**src/rtl/tdc_meas_ctrl.sv**
```systemverilog
// ---------------------------------------------------------------------------
// tdc_meas_ctrl
//
// Measurement sequencer wrapped around a ring-oscillator TDC stage. For each
// accepted trigger it runs a burst of 2^LOG2_AVG gated measurements. Each
// measurement is a one-cycle start pulse, a W-cycle gate, a two-cycle stop
// pulse and a one-cycle capture of time_count. The burst mean, minimum,
// maximum and an all-ones overflow flag are then offered through a
// valid/ready handshake.
//
// Ports
//   clk           system clock, rising edge
//   rst_n         asynchronous reset, active HIGH (historical name kept)
//   trig          request a burst (honoured only in IDLE with no pending result)
//   window        gate length in cycles, sampled on trigger acceptance (0 -> 1)
//   time_count    count delivered by the TDC stage
//   tdc_start     registered TDC start pulse
//   tdc_stop      registered TDC stop pulse (two cycles)
//   busy          high whenever the sequencer is not in IDLE
//   result        burst mean, accumulator >> LOG2_AVG (truncating)
//   result_min    smallest sample of the burst
//   result_max    largest sample of the burst
//   overflow      at least one sample of the burst was all-ones
//   result_valid  result outputs are stable while high
//   result_ready  consumer accepts the result
// ---------------------------------------------------------------------------
module tdc_meas_ctrl #(
   parameter int CNT_W    = 32,
   parameter int WIN_W    = 16,
   parameter int LOG2_AVG = 3
) (
   input  logic             clk,
   input  logic             rst_n,
   input  logic             trig,
   input  logic [WIN_W-1:0] window,
   input  logic [CNT_W-1:0] time_count,
   output logic             tdc_start,
   output logic             tdc_stop,
   output logic             busy,
   output logic [CNT_W-1:0] result,
   output logic [CNT_W-1:0] result_min,
   output logic [CNT_W-1:0] result_max,
   output logic             overflow,
   output logic             result_valid,
   input  logic             result_ready
);

   // The accumulator carries LOG2_AVG extra bits so a full burst of
   // all-ones samples cannot wrap.
   localparam int ACC_W = CNT_W + LOG2_AVG;
   // Keep the sample index at least one bit wide for single-sample bursts.
   localparam int IDX_W = (LOG2_AVG > 0) ? LOG2_AVG : 1;
   localparam logic [IDX_W-1:0] IDX_LAST = IDX_W'((1 << LOG2_AVG) - 1);

   typedef enum logic [2:0] {
      S_IDLE,
      S_START,
      S_RUN,
      S_STOP,
      S_CAPT,
      S_DONE
   } state_t;

   state_t           state_q,   state_d;
   logic [WIN_W-1:0] win_q,     win_d;
   logic [WIN_W-1:0] cnt_q,     cnt_d;
   logic             stop2_q,   stop2_d;     // second cycle of the stop pulse
   logic [IDX_W-1:0] idx_q,     idx_d;
   logic [ACC_W-1:0] acc_q,     acc_d;
   logic [CNT_W-1:0] run_min_q, run_min_d;
   logic [CNT_W-1:0] run_max_q, run_max_d;
   logic             run_ovf_q, run_ovf_d;
   logic [CNT_W-1:0] res_q,     res_d;
   logic [CNT_W-1:0] res_min_q, res_min_d;
   logic [CNT_W-1:0] res_max_q, res_max_d;
   logic             res_ovf_q, res_ovf_d;
   logic             start_q,   start_d;
   logic             stop_q,    stop_d;
   logic             valid_q,   valid_d;

   logic [ACC_W-1:0] acc_sum;
   logic [CNT_W-1:0] min_nx;
   logic [CNT_W-1:0] max_nx;
   logic             ovf_nx;

   always_comb begin
      // NOTE: every signal written here gets a default first; a path that
      // skips an assignment would otherwise infer a latch.
      state_d   = state_q;
      win_d     = win_q;
      cnt_d     = cnt_q;
      stop2_d   = stop2_q;
      idx_d     = idx_q;
      acc_d     = acc_q;
      run_min_d = run_min_q;
      run_max_d = run_max_q;
      run_ovf_d = run_ovf_q;
      res_d     = res_q;
      res_min_d = res_min_q;
      res_max_d = res_max_q;
      res_ovf_d = res_ovf_q;

      // Running statistics including the sample presented this cycle.
      acc_sum = acc_q + ACC_W'(time_count);
      min_nx  = (time_count < run_min_q) ? time_count : run_min_q;
      max_nx  = (time_count > run_max_q) ? time_count : run_max_q;
      ovf_nx  = run_ovf_q | (time_count == '1);

      unique case (state_q)
         S_IDLE: begin
            if (trig && !valid_q) begin
               win_d     = (window == '0) ? WIN_W'(1) : window;
               acc_d     = '0;
               idx_d     = '0;
               run_ovf_d = 1'b0;
               run_min_d = '1;
               run_max_d = '0;
               state_d   = S_START;
            end
         end
         S_START: begin
            cnt_d   = win_q - WIN_W'(1);
            state_d = S_RUN;
         end
         S_RUN: begin
            if (cnt_q == '0) begin
               stop2_d = 1'b0;
               state_d = S_STOP;
            end else begin
               cnt_d = cnt_q - WIN_W'(1);
            end
         end
         S_STOP: begin
            // First cycle clears the TDC counting flag, second loads its count.
            if (stop2_q) begin
               stop2_d = 1'b0;
               state_d = S_CAPT;
            end else begin
               stop2_d = 1'b1;
            end
         end
         S_CAPT: begin
            acc_d     = acc_sum;
            run_min_d = min_nx;
            run_max_d = max_nx;
            run_ovf_d = ovf_nx;
            if (idx_q == IDX_LAST) begin
               // Published outputs change only here, so a burst aborted by
               // reset never exposes partial statistics.
               res_d     = CNT_W'(acc_sum >> LOG2_AVG);
               res_min_d = min_nx;
               res_max_d = max_nx;
               res_ovf_d = ovf_nx;
               state_d   = S_DONE;
            end else begin
               idx_d   = idx_q + IDX_W'(1);
               state_d = S_START;
            end
         end
         S_DONE: begin
            if (valid_q && result_ready) state_d = S_IDLE;
         end
         default: state_d = S_IDLE;
      endcase

      // Pin registers follow the next state so each pin is high exactly
      // while the sequencer sits in the matching state.
      start_d = (state_d == S_START);
      stop_d  = (state_d == S_STOP);
      valid_d = (state_d == S_DONE);
   end

   // NOTE: the reset is active HIGH despite its name; the sensitivity and
   // the test both use the asserted-high level.
   always_ff @(posedge clk or posedge rst_n) begin
      if (rst_n) begin
         state_q   <= S_IDLE;
         win_q     <= '0;
         cnt_q     <= '0;
         stop2_q   <= 1'b0;
         idx_q     <= '0;
         acc_q     <= '0;
         run_min_q <= '0;
         run_max_q <= '0;
         run_ovf_q <= 1'b0;
         res_q     <= '0;
         res_min_q <= '0;
         res_max_q <= '0;
         res_ovf_q <= 1'b0;
         start_q   <= 1'b0;
         stop_q    <= 1'b0;
         valid_q   <= 1'b0;
      end else begin
         // NOTE: non-blocking assignments so every register samples the
         // values from before this edge, independent of statement order.
         state_q   <= state_d;
         win_q     <= win_d;
         cnt_q     <= cnt_d;
         stop2_q   <= stop2_d;
         idx_q     <= idx_d;
         acc_q     <= acc_d;
         run_min_q <= run_min_d;
         run_max_q <= run_max_d;
         run_ovf_q <= run_ovf_d;
         res_q     <= res_d;
         res_min_q <= res_min_d;
         res_max_q <= res_max_d;
         res_ovf_q <= res_ovf_d;
         start_q   <= start_d;
         stop_q    <= stop_d;
         valid_q   <= valid_d;
      end
   end

   assign tdc_start    = start_q;
   assign tdc_stop     = stop_q;
   assign busy         = (state_q != S_IDLE);
   assign result       = res_q;
   assign result_min   = res_min_q;
   assign result_max   = res_max_q;
   assign overflow     = res_ovf_q;
   assign result_valid = valid_q;

endmodule

```
**config.mk**
```make
export PLATFORM = sky130hd
export DESIGN_NAME = tdc_meas_ctrl
export DESIGN_NICKNAME = d
export VERILOG_FILES = /design/src/rtl/tdc_meas_ctrl.sv
export SDC_FILE = /design/constraint.sdc
export NUM_CORES = 1
export LEC_CHECK = 0
export ABC_AREA = 1
export CELL_PAD_IN_SITES_DETAIL_PLACEMENT = 2
export CELL_PAD_IN_SITES_GLOBAL_PLACEMENT = 2
export CORE_MARGIN = 1
export CORE_UTILIZATION = 31
export CTS_BUF_LIST = sky130_fd_sc_hd__clkbuf_2
export CTS_CLUSTER_DIAMETER = 60
export DETAILED_ROUTE_END_ITERATION = 8
export PLACE_DENSITY = 0.91
export SYNTH_ARGS = -nofsm -noshare
export SYNTH_HDL_FRONTEND = slang
export SYNTH_SLANG_ARGS = --single-unit
```
**constraint.sdc**
```tcl
create_clock -name clk -period 8.5 [get_ports clk]
set_input_delay 1.7 -clock clk [delete_from_list [all_inputs] [get_ports clk]]
set_output_delay 1.7 -clock clk [all_outputs]
set_load 0.1 [all_outputs]
```
Word level (Yosys, flattened, before mapping)
Cells that the tools add are included.
{"block": "word_totals", "out_inout_bits": 101, "ff_bits": 239}
{"block": "classes", "bitwise": 1, "order_cmp": 2, "eq_ne": 14, "reduce_logical": 16, "n_mux": 25, "add_sub_neg": 4}
{"cell": "$mux W32", "n": 4}
{"cell": "$pmux W32 S2", "n": 2}
{"cell": "$pmux W35 S2", "n": 1}
{"cell": "$add A35 B32 Y35", "n": 1}
{"cell": "$mux W35", "n": 1}
{"cell": "$eq A32 B32 Y1 const B", "n": 1}
{"cell": "$gt A32 B32 Y1", "n": 1}
{"cell": "$logic_not A16 Y1", "n": 2}
{"cell": "$lt A32 B32 Y1", "n": 1}
{"cell": "$mux W16", "n": 2}
{"cell": "$pmux W16 S2", "n": 1}
{"cell": "$sub A16 B1 Y16 const B", "n": 2}
{"cell": "$mux W3", "n": 7}
{"cell": "$pmux W3 S6", "n": 1}
{"cell": "$eq A3 B3 Y1 const B", "n": 4}
{"cell": "$reduce_and A2 Y1", "n": 5}
{"cell": "$eq A3 B2 Y1 const B", "n": 3}
{"cell": "$ne A2 B2 Y1 const B", "n": 4}
{"cell": "$eq A3 B1 Y1 const B", "n": 2}
{"cell": "$pmux W3 S2", "n": 1}
{"cell": "$reduce_bool A2 Y1", "n": 3}
{"cell": "$pmux W1 S2", "n": 2}
{"cell": "$add A3 B1 Y3 const B", "n": 1}
{"cell": "$logic_not A3 Y1", "n": 1}
{"cell": "other kinds (6)", "n": 9}

Depth between registers and ports, before layout
{"block": "logic_depth", "word_depth": 5, "depth_mapped": 17}

Worst setup path after synthesis
OpenSTA, ideal clock, no wires.
{"block": "synth_path", "kind": "input to register", "from": "in time_count[31]", "to": "reg res_max_q[25], in the netlist result_max[25]", "t_required_ns": 8.380, "t_arrival_ns": 3.146, "slack_ns": 5.234, "cell_stages": 11, "setup_time_ns": 0.120, "path_buffers": 1, "path_cell_list": "ha_1 > nand2_1 > nor2_1 > nand2_1 > nor4_2 > nand4_1 > nand2_1 > buf_2 > nand2_1 > nand3_1 > nand2_1"}
{"block": "synth_between", "elab_chain_cells": 2}
{"element": "start, declared", "line": "36", "source": "input logic [CNT_W-1:0] time_count,"}
{"element": "$gt A32 B32 Y1", "line": "106", "source": "max_nx = (time_count > run_max_q) ? time_count : run_max_q;"}
{"element": "$mux W32", "line": "106"}
{"element": "end signal, assigned", "line": "207", "source": "res_max_q <= res_max_d;"}
{"element": "end, declared", "line": "75", "source": "logic [CNT_W-1:0] res_max_q, res_max_d;"}
No other way between the ends.
A chain may end at the register's enable or synchronous reset.

Worst setup path in the final report
{"block": "layout_path", "from": "reg state_q[0]", "to": "out busy"}
{"block": "layout_between", "elab_chain_cells": 1}
{"element": "start, declared", "line": "64", "source": "state_t state_q, state_d;"}
{"element": "start signal, assigned", "line": "196", "source": "state_q <= state_d;"}
{"element": "$reduce_bool A3 Y1", "line": "217", "source": "assign busy = (state_q != S_IDLE);"}
{"element": "end, declared", "line": "39", "source": "output logic busy,"}
No other way between the ends.

==> flow_metrics.py <==
metrics = {
    "floorplan": {
        "io_pins": 153,
        "die_height_um": 219,
        "dieWidth_um": 219,
        "rows": 78,
        "dieArea_mm2": 0.0478,
        "start_util": 0.318,
        "core_area_mm2": 0.0458,
    },
    "placed_design": {
        "port_buffers": 152,
        "hpwlAfterDp_um": 43200,
        "place_congestion": 0.867,
        "place_area_mm2": 0.0166,
        "dp_cells": 2708,
    },
    "routing": {
        "num_vias": 15100,
        "wl_um": 62900,
        "drc": 0,
        "wl_met1_um": 25900,
        "met2_length_um": 31600,
        "top_layer": "met5",
        "wl_met3_um": 2600,
        "wl_per_cell_um": 22.2,
        "drt_iter0_drc": 738,
        "via_per_inst": 5.33,
        "antenna_left": 0,
        "drtPass1Iterations": 5,
    },
    "clock_network": {
        "post_cts_buffers": 0,
        "clkTransAtPathRegs_ns": 0.10,
        "htree_levels": 3,
        "cts-root-buf": "clkbuf_2",
        "clock-sinks": 239,
        "post_cts_resized": 0,
        "clk-insertion-delay-late_ns": 1.07,
        "clock_path_buffers": 3,
        "cts_buffers": 72,
        "postCtsHoldBufs": 0,
        "cts_tree": "yes",
    },
    "timing": {
        "tightest_slew_ns": 1.17,
        "hold_violations": 0,
        "skew_ns": 0.108,
        "setup_tns_ns": 0,
        "hold_ws_ns": 0.487,
        "relSlewSlack": 0.218,
        "min_period_ns": 4.68,
        "setup_viol": 0,
        "grt_setup_unrepaired": "no",
        "maxSlewViolCount": 0,
        "post-route-period-util": 0.551,
        "max_freq_ghz": 0.214,
    },
    "logic_synthesis": {
        "synth_edf_count": 0,
        "yosysTopAreaCellShare": 0.412,
        "netlist_top_cells_count": "nand2_1 (758), dfrtp_1 (239), nand3_1 (239)",
        "ys_ff_latch": 239,
        "ys_dominant_reg_cell": "dfrtp_1",
        "synth_top_cell_by_area": "dfrtp_1",
        "avgSynthCellArea_um2": 7.23,
        "yosysWarnings": 0,
        "synth_nets": 2160,
        "async_flop_share": 1.00,
        "ys_seq_area_frac": 0.412,
        "syn_area_mm2": 0.0145,
        "post-synth-top-count-cell": "nand2_1",
        "synth_area_leaders": "dfrtp_1 (41%), nand2_1 (20%), ha_1 (8.4%)",
        "postSynthCellCount": 2009,
        "synth_cell_types": 44,
    },
    "global_routing": {
        "antenna_found_initial": 5,
        "grt_max_degree": 130,
        "grt_pass1_wl_um": 99500,
        "gr-usage-all-layers": 0.269,
        "grt_overflow": 0,
        "grt_pass1_vias": 17400,
    },
    "critical_path": {
        "cp.arrival_ns": 2.98,
        "end_kind": "output pin",
        "crit_start": "state_q[0]",
        "r2r_start": "state_q[0]",
        "startpoint_type": "register",
        "r2r_slack_ns": 4.69,
        "crit_fanout": 7,
        "ff2ff_path_depth": 8,
        "crit_type": "reg -> out",
        "reg2reg_to": "result_min[18]",
        "required_ns": 6.80,
    },
    "hold_path": {
        "hold_depth": 2,
        "hp-class": "reg -> reg",
        "hp-start": "run_max_q[4]",
        "min_to": "run_max_q[4]",
    },
    "status": {
        "status": "completed",
    },
    "final_layout": {
        "final_nets": 2333,
        "drive_gt1_frac": 0.0728,
        "final_cell_count_no_fill": 2829,
        "fillCellCount": 5350,
        "area_delta_synth_final_pct": 18.8,
        "fin_area_mm2": 0.0173,
    },
    "power_and_ir_drop": {
        "peakVddDrop_mv": 0.208,
        "totalPowerFinal_uw": 6630,
        "power_density_mw_per_mm2": 384,
        "p_leak_uw": 0.00906,
    },
    "flow_run": {
        "max-cap-violations": 0,
    },
}
==> cell families (layout without fill, tap and decap cells) <==
kind of cell	count (synthesis)	in the layout	synth area share
other	0	5	0
adder cells (fa/ha/maj)	99	99	0.0857
XOR/XNOR	15	15	0.00904
AO/OA/AOI/OAI	218	218	0.0821
flip-flops	239	239	0.412
buffers and inverters	295	510	0.0804
AND/OR/NAND/NOR	1143	1143	0.331
==> metal layers <==
metal  vias up  track usage
li1       6830            -
met1      7661        0.309
met2       396        0.478
met3       190       0.0498
met4         4        0.126
met5         -            0
==> final cells by class <==
class                   count  area (um^2)  share of cell area
diodes                      5         12.5            0.000725
clock buffers             104          520              0.0301
clock inverters            12          103             0.00594
inverters                 228          865              0.0501
multi-input cells        1475         7400               0.428
flip-flops and latches    239         5980               0.346
well taps                 600          751              0.0435
repair buffers            166         1640              0.0949
==> report_power, final <==
group,total [uW],switching (uW),internal [uW]
registers,1800,278,1530
logic,3860,2870,991
clock network,960,580,381
==> cells in the final DEF (no fill, tap or decap), drive strengths merged, types with 5 or more instances in the layout <==
cell type	synthesis	layout
clkbuf	29	104
nand2	764	764
nand4	24	24
a21oi	88	88
diode	0	5
nor2	82	82
nand3	240	240
xor2	6	6
buf	38	14
clkdlybuf4s50	0	152
o21ai	103	103
inv	228	227
o21a	8	8
xnor2	9	9
ha	98	98
nor4	10	10
nor3	10	10
o21bai	5	5
clkinv	0	11
dfrtp	239	239
nand3b	8	8
==> metrics by stage <==
step | worst slack (ns) | util
after floorplan | 0.240 | -
after global placement | 3.77 | 0.363
after detailed placement | 3.51 | 0.363
after CTS | 3.74 | 0.377
after global routing | 3.65 | 0.377
final | 3.82 | 0.377
==> state kept, by name (all words and copies together) (netlist names), 3 cells and up <==
| name | flops |
|---|---|
| idx_q | 3 |
| win_q | 16 |
| run_min_q | 32 |
| state_q | 3 |
| result_min | 32 |
| result_max | 32 |
| run_max_q | 32 |
| cnt_q | 16 |
| acc_q | 35 |
| result | 32 |
==> critical path: stages, from the launching register on <==
cell and delay [ns]:
dfrtp_1 0.53, nor2_1 0.16, nand2_1 0.10, clkdlybuf4s50_1 1.13
==> worst max path at each step <==
stage,to,cells after the start,slack (ns)
finish,busy,3,3.82
global route,busy,3,3.65
CTS,busy,3,3.74
detailed placement,run_min_q[27],10,3.51
global placement,run_min_q[20],10,3.77
floorplan,acc_q[0],1,0.24
Power figures use the tool's default switching activity.
